===== config.mk =====
export PLATFORM = sky130hd
export DESIGN_NAME = uart_tx_cfg
export DESIGN_NICKNAME = d
export VERILOG_FILES = /design/src/rtl/uart_pkg.sv /design/src/rtl/uart_baud_gen.sv /design/src/rtl/uart_tx_cfg.sv
export SDC_FILE = /design/constraint.sdc
export NUM_CORES = 1
export LEC_CHECK = 0
export ABC_AREA = 0
export BUFFER_PORTS_ARGS = -buffer_cell sky130_fd_sc_hd__clkbuf_2
export CAP_MARGIN = 20
export CORE_MARGIN = 1.5
export CORE_UTILIZATION = 45
export DETAILED_ROUTE_END_ITERATION = 7
export GPL_TIMING_DRIVEN = 1
export PLACE_DENSITY_LB_ADDON = 0.25
export SLEW_MARGIN = 20
export SYNTH_ARGS = -nofsm -noshare
export SYNTH_HDL_FRONTEND = slang
export SYNTH_SLANG_ARGS = --single-unit

===== constraint.sdc =====
create_clock -name clk -period 9.7 [get_ports clk]
set_clock_uncertainty 0.1 [all_clocks]
set_input_delay 0.485 -clock clk [delete_from_list [all_inputs] [get_ports clk]]
set_output_delay 0.485 -clock clk [all_outputs]
set_load 0.05 [all_outputs]

===== src/rtl/uart_pkg.sv =====
// Shared encodings for the configurable UART: parity modes, FSM states, divisor floor.
package uart_pkg;

  localparam logic [2:0] PAR_NONE  = 3'd0;
  localparam logic [2:0] PAR_EVEN  = 3'd1;
  localparam logic [2:0] PAR_ODD   = 3'd2;
  localparam logic [2:0] PAR_MARK  = 3'd3;
  localparam logic [2:0] PAR_SPACE = 3'd4;

  localparam int unsigned MIN_DIV = 2;

  typedef enum logic [2:0] {
    ST_IDLE,
    ST_START,
    ST_DATA,
    ST_PARITY,
    ST_STOP,
    ST_BREAK
  } state_t;

  // Undefined parity codes behave as no parity.
  function automatic logic [2:0] norm_par(input logic [2:0] mode);
    return (mode > PAR_SPACE) ? PAR_NONE : mode;
  endfunction

endpackage


===== src/rtl/uart_baud_gen.sv =====
// Loadable bit-period down-counter; tick marks the last cycle of each bit period.
module uart_baud_gen #(
  parameter int unsigned DIV_W = 16
) (
  input  logic             clk,
  input  logic             rst,
  input  logic             restart,
  input  logic [DIV_W-1:0] div,
  output logic             tick
);

  logic [DIV_W-1:0] cnt;

  // Reloads on restart or when a period expires, so periods never drift.
  always_ff @(posedge clk) begin
    if (!rst) begin
      cnt <= '0;
    end else if (restart || cnt == '0) begin
      cnt <= div - DIV_W'(1);
    end else begin
      cnt <= cnt - DIV_W'(1);
    end
  end

  assign tick = (cnt == '0);

endmodule


===== src/rtl/uart_tx_cfg.sv =====
// Runtime-configurable UART transmitter with one-entry holding register and line break.
module uart_tx_cfg
  import uart_pkg::*;
#(
  parameter int unsigned MAX_DATA_BITS = 9,
  parameter int unsigned DIV_W         = 16
) (
  input  logic                     clk,
  input  logic                     rst,
  input  logic [DIV_W-1:0]         baud_div,
  input  logic [3:0]               nbits,
  input  logic [2:0]               par_mode,
  input  logic                     stop2,
  input  logic                     brk,
  input  logic                     in_valid,
  output logic                     in_ready,
  input  logic [MAX_DATA_BITS-1:0] din,
  output logic                     tx,
  output logic                     busy
);

  localparam int unsigned NB_W = 4;

  state_t                   state_q, state_d;
  logic                     tx_d, in_ready_d, busy_d;
  logic [MAX_DATA_BITS-1:0] hold_q, hold_d;
  logic [MAX_DATA_BITS-1:0] shift_q, shift_d;
  logic [NB_W-1:0]          bit_cnt_q, bit_cnt_d;
  logic                     stop_cnt_q, stop_cnt_d;
  logic [DIV_W-1:0]         div_q, div_d;
  logic [NB_W-1:0]          nbits_q, nbits_d;
  logic [2:0]               par_q, par_d;
  logic                     stop2_q, stop2_d;
  logic                     par_bit_q, par_bit_d;
  logic                     mab_q, mab_d;

  logic                     tick, restart, start_frame, mab_restart;
  logic [DIV_W-1:0]         div_clamped, baud_sel;
  logic [NB_W-1:0]          nbits_clamped;
  logic [2:0]               par_norm;
  logic                     data_xor, par_bit_new;

  // Configuration as it would be latched by a frame starting this cycle.
  always_comb begin
    div_clamped   = (baud_div < DIV_W'(MIN_DIV)) ? DIV_W'(MIN_DIV) : baud_div;
    nbits_clamped = (nbits < NB_W'(5)) ? NB_W'(5) :
                    (nbits > NB_W'(MAX_DATA_BITS)) ? NB_W'(MAX_DATA_BITS) : nbits;
    par_norm      = norm_par(par_mode);
    data_xor      = 1'b0;
    for (int i = 0; i < MAX_DATA_BITS; i++) begin
      if (NB_W'(i) < nbits_clamped) data_xor = data_xor ^ hold_q[i];
    end
    case (par_norm)
      PAR_EVEN: par_bit_new = data_xor;
      PAR_ODD:  par_bit_new = ~data_xor;
      PAR_MARK: par_bit_new = 1'b1;
      default:  par_bit_new = 1'b0;
    endcase
  end

  assign restart  = start_frame | mab_restart;
  assign baud_sel = restart ? div_clamped : div_q;

  uart_baud_gen #(.DIV_W(DIV_W)) u_baud (
    .clk     (clk),
    .rst     (rst),
    .restart (restart),
    .div     (baud_sel),
    .tick    (tick)
  );

  always_ff @(posedge clk) begin
    if (!rst) begin
      state_q    <= ST_IDLE;
      tx         <= 1'b1;
      in_ready   <= 1'b1;
      busy       <= 1'b0;
      hold_q     <= '0;
      shift_q    <= '0;
      bit_cnt_q  <= '0;
      stop_cnt_q <= 1'b0;
      div_q      <= DIV_W'(MIN_DIV);
      nbits_q    <= NB_W'(5);
      par_q      <= PAR_NONE;
      stop2_q    <= 1'b0;
      par_bit_q  <= 1'b0;
      mab_q      <= 1'b0;
    end else begin
      state_q    <= state_d;
      tx         <= tx_d;
      in_ready   <= in_ready_d;
      busy       <= busy_d;
      hold_q     <= hold_d;
      shift_q    <= shift_d;
      bit_cnt_q  <= bit_cnt_d;
      stop_cnt_q <= stop_cnt_d;
      div_q      <= div_d;
      nbits_q    <= nbits_d;
      par_q      <= par_d;
      stop2_q    <= stop2_d;
      par_bit_q  <= par_bit_d;
      mab_q      <= mab_d;
    end
  end

  always_comb begin
    state_d     = state_q;
    tx_d        = tx;
    shift_d     = shift_q;
    bit_cnt_d   = bit_cnt_q;
    stop_cnt_d  = stop_cnt_q;
    div_d       = div_q;
    nbits_d     = nbits_q;
    par_d       = par_q;
    stop2_d     = stop2_q;
    par_bit_d   = par_bit_q;
    mab_d       = mab_q;
    hold_d      = hold_q;
    in_ready_d  = in_ready;
    start_frame = 1'b0;
    mab_restart = 1'b0;

    case (state_q)
      ST_IDLE: begin
        tx_d = 1'b1;
        if (mab_q && tick) mab_d = 1'b0;
        if (brk) begin
          state_d = ST_BREAK;
          tx_d    = 1'b0;
          mab_d   = 1'b0;
        end else if (!in_ready && (!mab_q || tick)) begin
          start_frame = 1'b1;
        end
      end
      ST_START: begin
        if (tick) begin
          state_d   = ST_DATA;
          tx_d      = shift_q[0];
          shift_d   = shift_q >> 1;
          bit_cnt_d = '0;
        end
      end
      ST_DATA: begin
        if (tick) begin
          if (bit_cnt_q == nbits_q - NB_W'(1)) begin
            if (par_q != PAR_NONE) begin
              state_d = ST_PARITY;
              tx_d    = par_bit_q;
            end else begin
              state_d    = ST_STOP;
              tx_d       = 1'b1;
              stop_cnt_d = 1'b0;
            end
          end else begin
            tx_d      = shift_q[0];
            shift_d   = shift_q >> 1;
            bit_cnt_d = bit_cnt_q + NB_W'(1);
          end
        end
      end
      ST_PARITY: begin
        if (tick) begin
          state_d    = ST_STOP;
          tx_d       = 1'b1;
          stop_cnt_d = 1'b0;
        end
      end
      ST_STOP: begin
        if (tick) begin
          if (stop2_q && !stop_cnt_q) begin
            stop_cnt_d = 1'b1;
          end else if (!in_ready && !brk) begin
            start_frame = 1'b1;
          end else begin
            state_d = ST_IDLE;
          end
        end
      end
      ST_BREAK: begin
        tx_d = 1'b0;
        // Release restarts the bit timer to guarantee a mark period before any start.
        if (!brk) begin
          state_d     = ST_IDLE;
          tx_d        = 1'b1;
          mab_d       = 1'b1;
          mab_restart = 1'b1;
        end
      end
      default: begin
        state_d = ST_IDLE;
        tx_d    = 1'b1;
      end
    endcase

    if (start_frame) begin
      state_d   = ST_START;
      tx_d      = 1'b0;
      shift_d   = hold_q;
      bit_cnt_d = '0;
      div_d     = div_clamped;
      nbits_d   = nbits_clamped;
      par_d     = par_norm;
      stop2_d   = stop2;
      par_bit_d = par_bit_new;
    end

    // Accept wins over unload so a same-edge refill keeps the register full.
    if (in_valid && in_ready) begin
      hold_d     = din;
      in_ready_d = 1'b0;
    end else if (start_frame) begin
      in_ready_d = 1'b1;
    end

    busy_d = (state_d != ST_IDLE) | ~in_ready_d;
  end

endmodule

* Word level (Yosys, flattened, before mapping)
Cells that the tools add are included.
** Word-level totals
- Bits in registers :: 71
- Input port bits :: 37
- Output and inout bits :: 3
- Logic and storage cells :: 160
** Operators by class
- $add $sub $neg :: 4
- $lt $le $gt $ge :: 13
- Equal/unequal tests :: 24
- Multiplexer cells :: 65
- Bitwise operators :: 13
- Reductions and logical operators :: 26
** Operators by type and width (number)
- 16-bit 2-to-1 mux :: 3
- 3-bit 2-to-1 mux :: 12
- 9-bit 2-to-1 mux :: 4
- 1-bit 2-to-1 mux :: 33
- 16-bit by 1-bit subtractor with 16-bit output, second input constant :: 2
- 4-bit 2-to-1 mux :: 5
- 2-bit != test, second input constant :: 10
- 3-bit one-hot mux with 6 select lines :: 1
- 9-bit one-hot mux with 2 select lines :: 1
- 16-bit zero test :: 1
- 16-bit by 2-bit less-than comparator with 1-bit output, second input constant :: 1
- 3-bit by 4-bit less-than comparator with 1-bit output, first input constant :: 4
- 3-bit != test, second input constant :: 5
- 3-bit by 2-bit == test with 1-bit output, second input constant :: 4
- 4-bit AND reduction :: 3
- 3-bit nonzero test :: 4
- 1-bit by 4-bit less-than comparator with 1-bit output, first input constant :: 2
- 2-bit by 4-bit less-than comparator with 1-bit output, first input constant :: 2
- 4-bit one-hot mux with 2 select lines :: 1
- 1-bit XOR :: 8
- 7-bit AND reduction :: 1
- 3-bit by 1-bit == test with 1-bit output, second input constant :: 2
- 3-bit == test, second input constant :: 2
- 1-bit one-hot mux with 3 select lines :: 2
- 18 further kinds :: 32

* Logic depth before layout (Yosys ltp)
Gate-level depths: netlist of the first run.
- Depth in word-level cells :: 23
- Mapped depth :: 15

* Modules after synthesis
A second synthesis of the first run with hierarchy kept.
** Unflattened totals
- Cells, all modules :: 466
- Area, all modules :: 3976.3 um2
** By module, submodules not included
- uart_tx_cfg :: times used 1, cells an instance 334, area each 2768.9 um2
- uart_baud_gen :: times used 1, cells an instance 132, area each 1207.4 um2

* Worst setup path before layout of the first run
OpenSTA, ideal clock, no wires.
- Path kind :: register to register
- Start :: register u_baud.cnt[15]
- End :: register u_baud.cnt[12]
- Arrival :: 3.033 ns
- Data required time :: 9.530 ns
- Path slack :: 6.496 ns
- Cell stages (with the launch flop) :: 16
- Path buffers :: 2
- Period minus slack after synthesis :: 3.204 ns
- Cells stage by stage :: dfxtp_1 nor3_1 and4_4 a21boi_2 nor2_1 buf_2 buf_2 nor2_1 a21oi_1 ha_1 inv_1 nor4_1 and3_1 a21oi_1 or3_1 a21oi_1
** Between the ends
- Longest elaborated chain between the ends :: 10
- Elaborated cells between the ends (all ways) :: 12
- Classes of those cells :: add/sub: 1; mux: 6; bitwise: 1; reduce/logical: 4
** RTL lines
- from (decl) :: RTL line uart_baud_gen.sv:12 : logic [DIV_W-1:0] cnt;
- from (signal assigned) :: RTL line uart_baud_gen.sv:19 : cnt <= div - DIV_W'(1);
- from (signal assigned) :: RTL line uart_baud_gen.sv:21 : cnt <= cnt - DIV_W'(1);
- 16-bit zero test (*) :: RTL line uart_baud_gen.sv:18, uart_baud_gen.sv:25
- 1-bit logical OR :: RTL line uart_tx_cfg.sv:131 : end else if (!in_ready && (!mab_q || tick)) begin
- 1-bit logical AND :: RTL line uart_tx_cfg.sv:131
- 1-bit 2-to-1 mux :: RTL line uart_tx_cfg.sv:131
- 1-bit 2-to-1 mux :: RTL line uart_tx_cfg.sv:127 : if (brk) begin
- 1-bit one-hot mux with 2 select lines :: RTL line uart_tx_cfg.sv:123 : case (state_q)
- 1-bit bitwise OR :: RTL line uart_tx_cfg.sv:61 : assign restart = start_frame | mab_restart;
- 16-bit 2-to-1 mux :: RTL line uart_tx_cfg.sv:62 : assign baud_sel = restart ? div_clamped : div_q;
- 16-bit by 1-bit subtractor with 16-bit output :: RTL line uart_baud_gen.sv:19
- 16-bit 2-to-1 mux (*) :: RTL line uart_baud_gen.sv:18 : end else if (restart || cnt == '0) begin
Mark *: on every way between the ends. The rest lies on a longest branch, timed or not.
A chain may end at the register's enable or synchronous reset.

* Worst setup path after layout of the first run
- Start :: register state_q[2]
- End :: register u_baud.cnt[12]
** Between the ends
- Longest elaborated chain between the ends :: 6
- Elaborated cells between the ends (all ways) :: 10
- Classes of those cells :: add/sub: 1; eq/ne: 2; mux: 4; bitwise: 1; reduce/logical: 2
** RTL lines
- from (decl) :: RTL line uart_tx_cfg.sv:24 : state_t state_q, state_d;
- from (signal assigned) :: RTL line uart_tx_cfg.sv:89 : state_q <= state_d;
- 3-bit == test / 3-bit zero test (equally long branches) :: RTL line uart_tx_cfg.sv:123
- 1-bit one-hot mux with 2 select lines / 1-bit 2-to-1 mux (equally long branches) :: RTL line uart_tx_cfg.sv:123
- 1-bit bitwise OR (*) :: RTL line uart_tx_cfg.sv:61
- 16-bit 2-to-1 mux :: RTL line uart_tx_cfg.sv:62
- 16-bit by 1-bit subtractor with 16-bit output :: RTL line uart_baud_gen.sv:19
- 16-bit 2-to-1 mux (*) :: RTL line uart_baud_gen.sv:18
Marks and branches as above.

==> metrics.md, run 1 <==
| Metric | Value |
|---|---|
| CP Capture Type | `flip-flop` |
| #FFs+latches synth | `71` |
| Status | `finished clean` |
| CTS Hold Bufs | `0` |
| EDFF count, synth | `0` |
| Pre-Repair DR Iteration Count | `4` |
| WP data arrival | `4.20 ns` |
| Core area | `8340 sq um` |
| Global-route wire length before repair | `16,900 um` |
| Clk_lat worst skew | `0.36 ns` |
| HPWL Detailed | `7030 um` |
| Layout area overhead | `13.1%` |
| Combinational share of power | `40.8%` |
| Min-Delay Startpoint | `stop2` |
| Worst Tran Pin Value | `0.987 ns` |
| Post-synth ARST share | `0%` |
| Worst EP required | `9.88 ns` |
| R2R cell count | `12` |
| Min cycle time layout | `4.02 ns` |
| Worst Setup SP | `state_q[2]` |
| Sequential share of power | `33.6%` |
| Fillers | `826` |
| Place WS | `5.80 ns` |
| Power Dens Cells | `265 nW/um^2` |
| Most frequent cells in the layout | `76 x a21oi_1, 74 x nand2_1, 71 x dfxtp_1, 42 x nor2_1, 39 x clkbuf_2` |
| Initial antenna violation count | `0` |
| RSZ-0062 raised after global routing | `no` |
| Inserted Diodes | `0` |
| # rows | `33` |
| Routed vias | `3,806` |
| LEAKAGE | `1.66 nW` |
| Most used DFF post-synth | `dfxtp_1` |
| Port Buf Inserts | `39` |
| Die area | `9290 sq um` |
| Post-CTS setup buffers | `0` |
| Sw Pwr | `0.480 mW` |
| Clock Power Share | `25.6%` |
| Commonest non-fill, non-tap cell in the layout | `a21oi_1` |
| Slew Viols, Final | `0` |
| Top Ports | `40` |
| Warnings, synthesis | `0` |
| CTS Sinks | `71` |
| Tcrit/Tclk final | `41.4%` |
| Ratio of cells with drive above 1 in the final layout | `13.6%` |
| DRC marker count from the first detailed-route iteration | `260` |
| Gr ovfl total | `0` |
| Final Setup Violations | `0` |
| Synthesized net count | `552` |
| Pint | `0.696 mW` |
| Die X | `96.4 um` |
| Placer Congestion | `0.869` |
| GRT Overall Usage | `23.6%` |
| Worst r2r src | `state_q[2]` |
| ANT nets after route | `0` |
| Drt wl/cell | `15.8 um` |
| Max VDD drop | `0.0000938 V` |
| CTS Buf Count | `9` |
| Max_cap viols | `0` |
| Fin nets | `578` |
| Clock slew at reported path FFs | `0.08 ns` |
| H-tree levels | `3` |
| Root Driver | `clkbuf_8` |
| Sw Share | `40.8%` |
| Die height | `96.4 um` |
| Vias in the first global route | `3,460` |
| CP startpoint kind | `flip-flop` |
| CTS tree | `built` |
| Crit-path max FO | `17` |
| Largest net degree at the start of global routing | `47` |
| Sequential share of the synthesized area | `36.2%` |
| Syn_area_per_cell | `7.66 sq um` |
| Final worst setup slack | `5.68 ns` |
| R2R Setup Slk | `5.68 ns` |
| Synthesized cell area | `3920 sq um` |
| WHS Path Cells | `3` |
| Final WL | `10,200 um` |
| CP Class | `reg2reg` |
| Slew margin rel. | `34.1%` |
| PostCTS Resize Cnt | `0` |
| Final-report hold violation count | `0` |
| Routed vias/inst | `5.87` |
| # DRC | `0` |
| HP Class | `in2reg` |
| Yosys cell types | `61` |
| Starting density of the core | `47.0%` |
| Max Freq | `249 MHz` |
| CTS Buffer Depth | `2` |
| Final TNS setup | `0 ns` |
| Post-Syn Instances | `512` |
worst max-delay path, cell delays in order (launching register included):
cell,delay (ns)
dfxtp_1,0.65
nand2b_1,0.22
nor3b_1,0.24
o21a_1,0.53
nand2_1,0.44
o21ai_0,0.29
ha_1,0.28
inv_1,0.09
nor4_1,0.25
and3_1,0.21
a21oi_1,0.07
or3_1,0.41
a21oi_1,0.17
power by group through the flow:
stage	sequential, mW	combinational (mW)	clock [mW]
finish	0.395	0.480	0.300
global route	0.402	0.530	0.320
CTS	0.393	0.469	0.303
detailed placement	0.400	0.466	0
global placement	0.397	0.464	0
floorplan	0.391	0.376	0
registers in the layout, indices dropped and copies added, names as in the netlist, 3 cells and up:
signal      flops
shift_q         9
hold_q          9
u_baud.cnt     16
div_q          16
par_q           3
state_q         3
bit_cnt_q       4
nbits_q         4
metrics by stage:
stage / util (%) / area (sq um) / instances / power [mW] / hold slack, ns
after floorplan: - / 3920 / 512 / 0.767 / 0.332
after global placement: 49.9 / 4160 / 631 / 0.861 / 0.341
after detailed placement: 49.9 / 4160 / 631 / 0.866 / 0.348
after CTS: 52.9 / 4410 / 647 / 1.17 / 0.240
after global routing: 53.2 / 4440 / 648 / 1.25 / 0.248
final: 53.2 / 4440 / 648 / 1.18 / 0.241
synth_stat cells, drive strengths merged (10+ instances only):
cell type / number / area share [%]
a21oi: 77 / 9.8
buf: 11 / 1.6
clkbuf: 17 / 1.6
dfxtp: 71 / 36
mux2i: 13 / 3.3
nand2: 75 / 7.2
nand3: 25 / 3.2
nor2: 43 / 4.2
nor3: 25 / 3.6
o211ai: 10 / 1.9
o21ai: 32 / 4.4
xnor2: 14 / 3.1
kinds of logic after synthesis:
kind of cell	after synthesis	share of synthesized area, %
compound gates	155	24.0
xor+xnor	22	4.91
fa+ha+maj	3	0.957
buf+inv	36	3.99
flops	71	36.2
mux	13	3.32
simple gates	212	26.6
metal layers:
layer  wire length [um]  track usage [%]
met1               4700             33.6
met2               4540             36.0
met3                843             4.07
met4                142             8.33
met5                  0                0
cell type report:
class / count / area, sq um / area share (%)
clock buffer: 9 / 124 / 2.79
clock inverter: 7 / 128 / 2.88
inverter: 8 / 30.0 / 0.677
multi-input combinational: 405 / 2360 / 53.1
sequential: 71 / 1420 / 32.0
tap: 105 / 131 / 2.96
timing repair buffer: 43 / 245 / 5.53
final timing paths:
kind / endpoint
worst min register to register: par_q[2]
worst max register to register: u_baud.cnt[12]
worst min-delay path: stop2_q
worst max-delay path: u_baud.cnt[12]
Power figures use the tool's default switching activity.
==> run 2, diff against run 1 <==
clock period = 3.48 ns   (was 9.7 ns; I/O delays follow)
==> metrics.md, run 2 (synthesis results as in run 1) <==
| Metric | Value |
|---|---|
| Largest net degree at the start of global routing | `32 (was 47)` |
| Die area | `9290 sq um (unchanged)` |
| Die X | `96.4 um (unchanged)` |
| # DRC | `0 (unchanged)` |
| Drt wl/cell | `15.6 um (was 15.8 um)` |
| CTS tree | `built (unchanged)` |
| RSZ-0062 raised after global routing | `no (unchanged)` |
| CP Capture Type | `flip-flop (unchanged)` |
| Status | `finished clean (unchanged)` |
| Starting density of the core | `47.0% (unchanged)` |
| Final Setup Violations | `0 (unchanged)` |
| Clk_lat worst skew | `0.35 ns (was 0.36 ns)` |
| HPWL Detailed | `7510 um (was 7030 um)` |
| Inserted Diodes | `0 (unchanged)` |
| LEAKAGE | `1.76 nW (was 1.66 nW)` |
| Worst Tran Pin Value | `0.912 ns (was 0.987 ns)` |
| CTS Buffer Depth | `2 (unchanged)` |
| Routed vias | `3,963 (was 3,806)` |
| Post-CTS setup buffers | `0 (unchanged)` |
| Die height | `96.4 um (unchanged)` |
| GRT Overall Usage | `24.6% (was 23.6%)` |
| Final-report hold violation count | `0 (unchanged)` |
| Max VDD drop | `0.000273 V (was 0.0000938 V)` |
| Power Dens Cells | `680 nW/um^2 (was 265 nW/um^2)` |
| Vias in the first global route | `3,598 (was 3,460)` |
| DRC marker count from the first detailed-route iteration | `243 (was 260)` |
| Port Buf Inserts | `39 (unchanged)` |
| Gr ovfl total | `0 (unchanged)` |
| Root Driver | `clkbuf_8 (unchanged)` |
| CTS Sinks | `71 (unchanged)` |
| WP data arrival | `3.40 ns (was 4.20 ns)` |
| Commonest non-fill, non-tap cell in the layout | `a21oi_1 (unchanged)` |
| Clock slew at reported path FFs | `0.08 ns (about the same)` |
| Top Ports | `40 (unchanged)` |
| Placer Congestion | `0.919 (was 0.869)` |
| Max Freq | `311 MHz` |
| Pre-Repair DR Iteration Count | `5 (was 4)` |
| Tot Pwr | `3.16 mW (was 1.18 mW)` |
| # rows | `33 (unchanged)` |
| Min cycle time layout | `3.22 ns` |
| Fillers | `807 (was 826)` |
| HP Class | `in2reg (unchanged)` |
| CTS Buf Count | `9 (unchanged)` |
| Final WL | `10,600 um (was 10,200 um)` |
| H-tree levels | `3 (unchanged)` |
| Biggest regs | `div_q x16, u_baud.cnt x16 (unchanged)` |
| Max_cap viols | `0 (unchanged)` |
| Tcrit/Tclk final | `92.4%` |
| Slew Viols, Final | `0 (unchanged)` |
| Ratio of cells with drive above 1 in the final layout | `16.0% (was 13.6%)` |
| Routed vias/inst | `5.83 (was 5.87)` |
| CP startpoint kind | `input port (was flip-flop)` |
| Core area | `8340 sq um (unchanged)` |
| Crit-path max FO | `4 (was 17)` |
| Worst EP required | `3.66 ns (was 9.88 ns)` |
| Most frequent cells in the layout | `75 x a21oi_1, 74 x nand2_1, 71 x dfxtp_1, 41 x nor2_1, 39 x clkbuf_2 (was 76 x a21oi_1, 74 x nand2_1, 71 x dfxtp_1, 42 x nor2_1, 39 x clkbuf_2)` |
| Slew margin rel. | `39.2% (was 34.1%)` |
| CP Class | `in2reg (was reg2reg)` |
| Fin nets | `610 (was 578)` |
| ANT nets after route | `0 (unchanged)` |
| Final TNS setup | `0 ns (unchanged)` |
| Initial antenna violation count | `0 (unchanged)` |
| Layout area overhead | `18.5% (was 13.1%)` |
| Global-route wire length before repair | `17,500 um (was 16,900 um)` |
## run 2: cell count changes in the layout (fill, tap and decap cells not counted), sizes merged
cell	previous run	this run
dlygate4sd3	0	18
buf	4	18
bufinv	3	0
clkinv	2	4
clkinvlp	0	2
inv	10	8
clkbuf	48	49
## run 2: cell type report
cell class                 count  area [sq um]  share of cell area (%)
sequential                    71          1420                    30.6
tap                          105           131                    2.83
timing repair buffer          75           510                    11.0
clock inverter                 6          46.3                   0.996
inverter                       8          30.0                   0.646
multi-input combinational    405          2370                    51.0
clock buffer                  10           138                    2.96
## run 2: critical path, stage by stage
cell	delay, ns
dlygate4sd3_1	0.57
clkbuf_2	0.14
or4_4	0.58
nor3_2	0.15
nand3_1	0.13
o21a_1	0.21
a21oi_2	0.15
ha_1	0.19
inv_1	0.07
nor4_1	0.24
and3_1	0.20
a21oi_1	0.07
or3_1	0.38
a21oi_1	0.14
## run 2: worst paths after layout
path / from / end / slack, ns / cells after the start
worst min-delay path: baud_div[3] / div_q[3] / 0.01 / 3
worst max register to register: u_baud.cnt[15] / u_baud.cnt[12] / 0.40 / 12
worst min register to register: par_q[1] / par_q[1] / 0.36 / 2
worst max-delay path: baud_div[8] / u_baud.cnt[12] / 0.26 / 14
## run 2: per-stage QoR
| step | instance area [sq um] | hold slack, ns | worst slack, ns | utilization [%] | cells |
|---|---|---|---|---|---|
| after global routing | 4650 | 0.00416 | 0.0425 | 55.7 | 680 |
| final | 4650 | 0.0124 | 0.264 | 55.7 | 680 |
| after detailed placement | 4270 | 0.314 | 0.375 | 51.2 | 646 |
| after global placement | 4270 | 0.309 | 0.441 | 51.2 | 646 |
| after floorplan | 3920 | 0.178 | 0.276 | - | 512 |
| after CTS | 4630 | 0.000135 | 0.190 | 55.6 | 680 |
## run 2: layer usage
layer	GRT usage, %	part of all wire, %
met4	9.06	1.1
met5	0	0
met1	34.0	46
met3	3.99	6.7
met2	38.6	46
## run 2: repair_timing
item,4_1_cts,5_1_grt
gates resized for setup,0,4
endpoints found under the hold margin,19,0
hold buffers,18,0
setup endpoints to repair,0,1
## run 2: power by group
group	switching [mW]	total [mW]	internal, mW
combinational	0.894	1.48	0.582
clock	0.329	0.609	0.280
sequential	0.125	1.07	0.949
==> run 3, diff against run 2 <==
clock period = 3.92 ns   (was 3.48 ns; I/O delays follow)
==> metrics.md, run 3 (synthesis results as in run 1) <==
| Metric | Value |
|---|---|
| CP Capture Type | `flip-flop (unchanged)` |
| Max_cap viols | `0 (unchanged)` |
| Delay-heaviest family, CP | `simple AND/OR/NAND/NOR gates (unchanged)` |
| GR Util met1 | `32.9% (was 34.0%)` |
| Biggest regs | `div_q x16, u_baud.cnt x16 (unchanged)` |
| Buf/Inv on CP | `3 (unchanged)` |
| Clk_lat worst skew | `0.35 ns (about the same)` |
| CTS Buffer Depth | `2 (unchanged)` |
| Tcrit/Tclk final | `91.3%` |
| Place WS | `0.358 ns (was 0.375 ns)` |
| GRT Overall Usage | `23.9% (was 24.6%)` |
| Status | `finished clean (unchanged)` |
| CP most frequent cell | `a21oi_1 (unchanged)` |
| Slew margin rel. | `32.7% (was 39.2%)` |
| Die area | `9290 sq um (unchanged)` |
| Ratio of cells with drive above 1 in the final layout | `14.5% (was 16.0%)` |
| Combinational share of power | `42.8% (was 46.7%)` |
| Finished Layout Cells | `669 (was 680)` |
| M2 GR Usage | `35.6% (was 38.6%)` |
| Worst Tran Pin Value | `1.01 ns (was 0.912 ns)` |
| Layout area overhead | `17.0% (was 18.5%)` |
| Port Buf Inserts | `39 (unchanged)` |
| Initial antenna violation count | `0 (unchanged)` |
| Largest net degree at the start of global routing | `33 (was 32)` |
| Register Area | `1420 sq um (about the same)` |
| Placer Congestion | `1.01 (was 0.919)` |
| Routed vias | `3,950 (was 3,963)` |
| CTS Sinks | `71 (unchanged)` |
| Max Freq | `279 MHz` |
| H-tree levels | `3 (unchanged)` |
| Area after DPL | `4230 sq um (was 4270 sq um)` |
| Gr ovfl total | `0 (unchanged)` |
| Pre-Repair DR Iteration Count | `5 (unchanged)` |
| Hold WS | `0.0140 ns (was 0.0124 ns)` |
| Final-report hold violation count | `0 (unchanged)` |
| Core area | `8340 sq um (unchanged)` |
| CTS tree | `built (unchanged)` |
| Crit-path max FO | `5 (was 4)` |
| Max VDD drop | `0.000242 V (was 0.000273 V)` |
| Starting density of the core | `47.0% (unchanged)` |
| GR Util met3 | `4.54% (was 3.99%)` |
| Most frequent cells in the layout | `76 x a21oi_1, 74 x nand2_1, 70 x dfxtp_1, 42 x nor2_1, 39 x clkbuf_2 (was 75 x a21oi_1, 74 x nand2_1, 71 x dfxtp_1, 41 x nor2_1, 39 x clkbuf_2)` |
| Final Setup Violations | `0 (unchanged)` |
| CP startpoint kind | `input port (unchanged)` |
| Top Ports | `40 (unchanged)` |
| Vias in the first global route | `3,647 (was 3,598)` |
| # DRC | `0 (unchanged)` |
| Area of the multi-input gates | `2360 sq um (was 2370 sq um)` |
| Final worst setup slack | `0.339 ns (was 0.264 ns)` |
| LEAKAGE | `1.73 nW (was 1.76 nW)` |
| Inserted Diodes | `0 (unchanged)` |
| CP Class | `in2reg (unchanged)` |
| Worst EP required | `4.08 ns (was 3.66 ns)` |
| Die X | `96.4 um (unchanged)` |
| Clock slew at reported path FFs | `0.08 ns (about the same)` |
| Slew Viols, Final | `0 (unchanged)` |
| Sw Share | `40.2% (was 42.7%)` |
| Power Dens Cells | `640 nW/um^2 (was 680 nW/um^2)` |
| Clock Power Share | `24.0% (was 19.3%)` |
| CTS Buf Count | `9 (unchanged)` |
| ANT nets after route | `0 (unchanged)` |
| Fin nets | `599 (was 610)` |
| Commonest non-fill, non-tap cell in the layout | `a21oi_1 (unchanged)` |
| Delay of the slowest critical-path stage | `0.65 ns (was 0.58 ns)` |
| Fillers | `807 (unchanged)` |
| Root Driver | `clkbuf_8 (unchanged)` |
| Slowest-stage cell, CP | `or4_1 (was or4_4)` |
| Sw Pwr | `1.18 mW (was 1.35 mW)` |
| RSZ-0062 raised after global routing | `no (unchanged)` |
| Post-layout util | `55.1% (was 55.7%)` |
| # rows | `33 (unchanged)` |
| Min cycle time layout | `3.58 ns` |
| Routed vias/inst | `5.90 (was 5.83)` |
| Drt wl/cell | `15.5 um (was 15.6 um)` |
| DRC marker count from the first detailed-route iteration | `361 (was 243)` |
| Final TNS setup | `0 ns (unchanged)` |
| Die height | `96.4 um (unchanged)` |
| Pint | `1.76 mW (was 1.81 mW)` |
| Finished Cell Area | `4590 sq um (was 4650 sq um)` |
| Sequential share of power | `33.1% (was 34.0%)` |
| CP Cell Sequence | `dlygate4sd3_1, clkbuf_2, or4_1, nor3_1, nand3_1, o21a_1, a21oi_1, ha_1, inv_1, nor4_1, and3_1, a21oi_1, or3_1, a21oi_1 (was dlygate4sd3_1, clkbuf_2, or4_4, nor3_2, nand3_1, o21a_1, a21oi_2, ha_1, inv_1, nor4_1, and3_1, a21oi_1, or3_1, a21oi_1)` |
| HP Class | `in2reg (unchanged)` |
| Top Usage Layer GRT | `met2 (unchanged)` |
| WP data arrival | `3.74 ns (was 3.40 ns)` |
| Final WL | `10,400 um (was 10,600 um)` |
| Inst Count DP | `641 (was 646)` |
| Tot Pwr | `2.94 mW (was 3.16 mW)` |
| R2R Setup Slk | `0.35 ns (was 0.40 ns)` |
| Global-route wire length before repair | `17,200 um (was 17,500 um)` |
| HPWL Detailed | `7230 um (was 7510 um)` |
-- run 3: layer usage --
metal,routed length (um),part of all wire [%]
met1,4730,46
met2,4720,45
met3,763,7.3
met4,178,1.7
met5,0,0
-- run 3: final timing paths --
kind	start	depth (start not counted)	end
min	baud_div[12]	3	div_q[12]
max reg2reg	state_q[0]	13	u_baud.cnt[12]
max	baud_div[8]	14	u_baud.cnt[12]
min reg2reg	par_q[1]	2	par_q[1]
-- run 3: layout make-up --
class | instances | area share [%]
multi-input combinational | 405 | 51.3
sequential | 71 | 31.0
timing repair buffer | 64 | 8.99
clock buffer | 11 | 2.86
tap | 105 | 2.86
clock inverter | 5 | 2.32
inverter | 8 | 0.654
-- run 3: power by group through the flow --
stage / logic [mW] / clock network (mW) / registers [mW]
final: 1.26 / 0.706 / 0.974
after global routing: 1.39 / 0.742 / 0.989
after CTS: 1.24 / 0.714 / 0.968
after detailed placement: 1.22 / 0 / 0.983
after global placement: 1.21 / 0 / 0.980
after floorplan: 0.931 / 0 / 0.967
-- run 3: repair_timing --
action,4_1_cts,5_1_grt
setup endpoints to repair,0,1
endpoints found under the hold margin,12,0
gates resized for setup,0,1
hold buffers,12,0
buffers inserted,0,0
-- run 3: worst reg2reg max path: stages (launching register included) --
cell	delay, ns
dfxtp_1	0.59
nor3_1	0.10
a31oi_1	0.31
a21boi_2	0.42
nor2_1	0.13
buf_4	0.21
a21oi_1	0.19
ha_1	0.29
inv_1	0.10
nor4_1	0.23
and3_1	0.20
a21oi_1	0.07
or3_1	0.38
a21oi_1	0.16
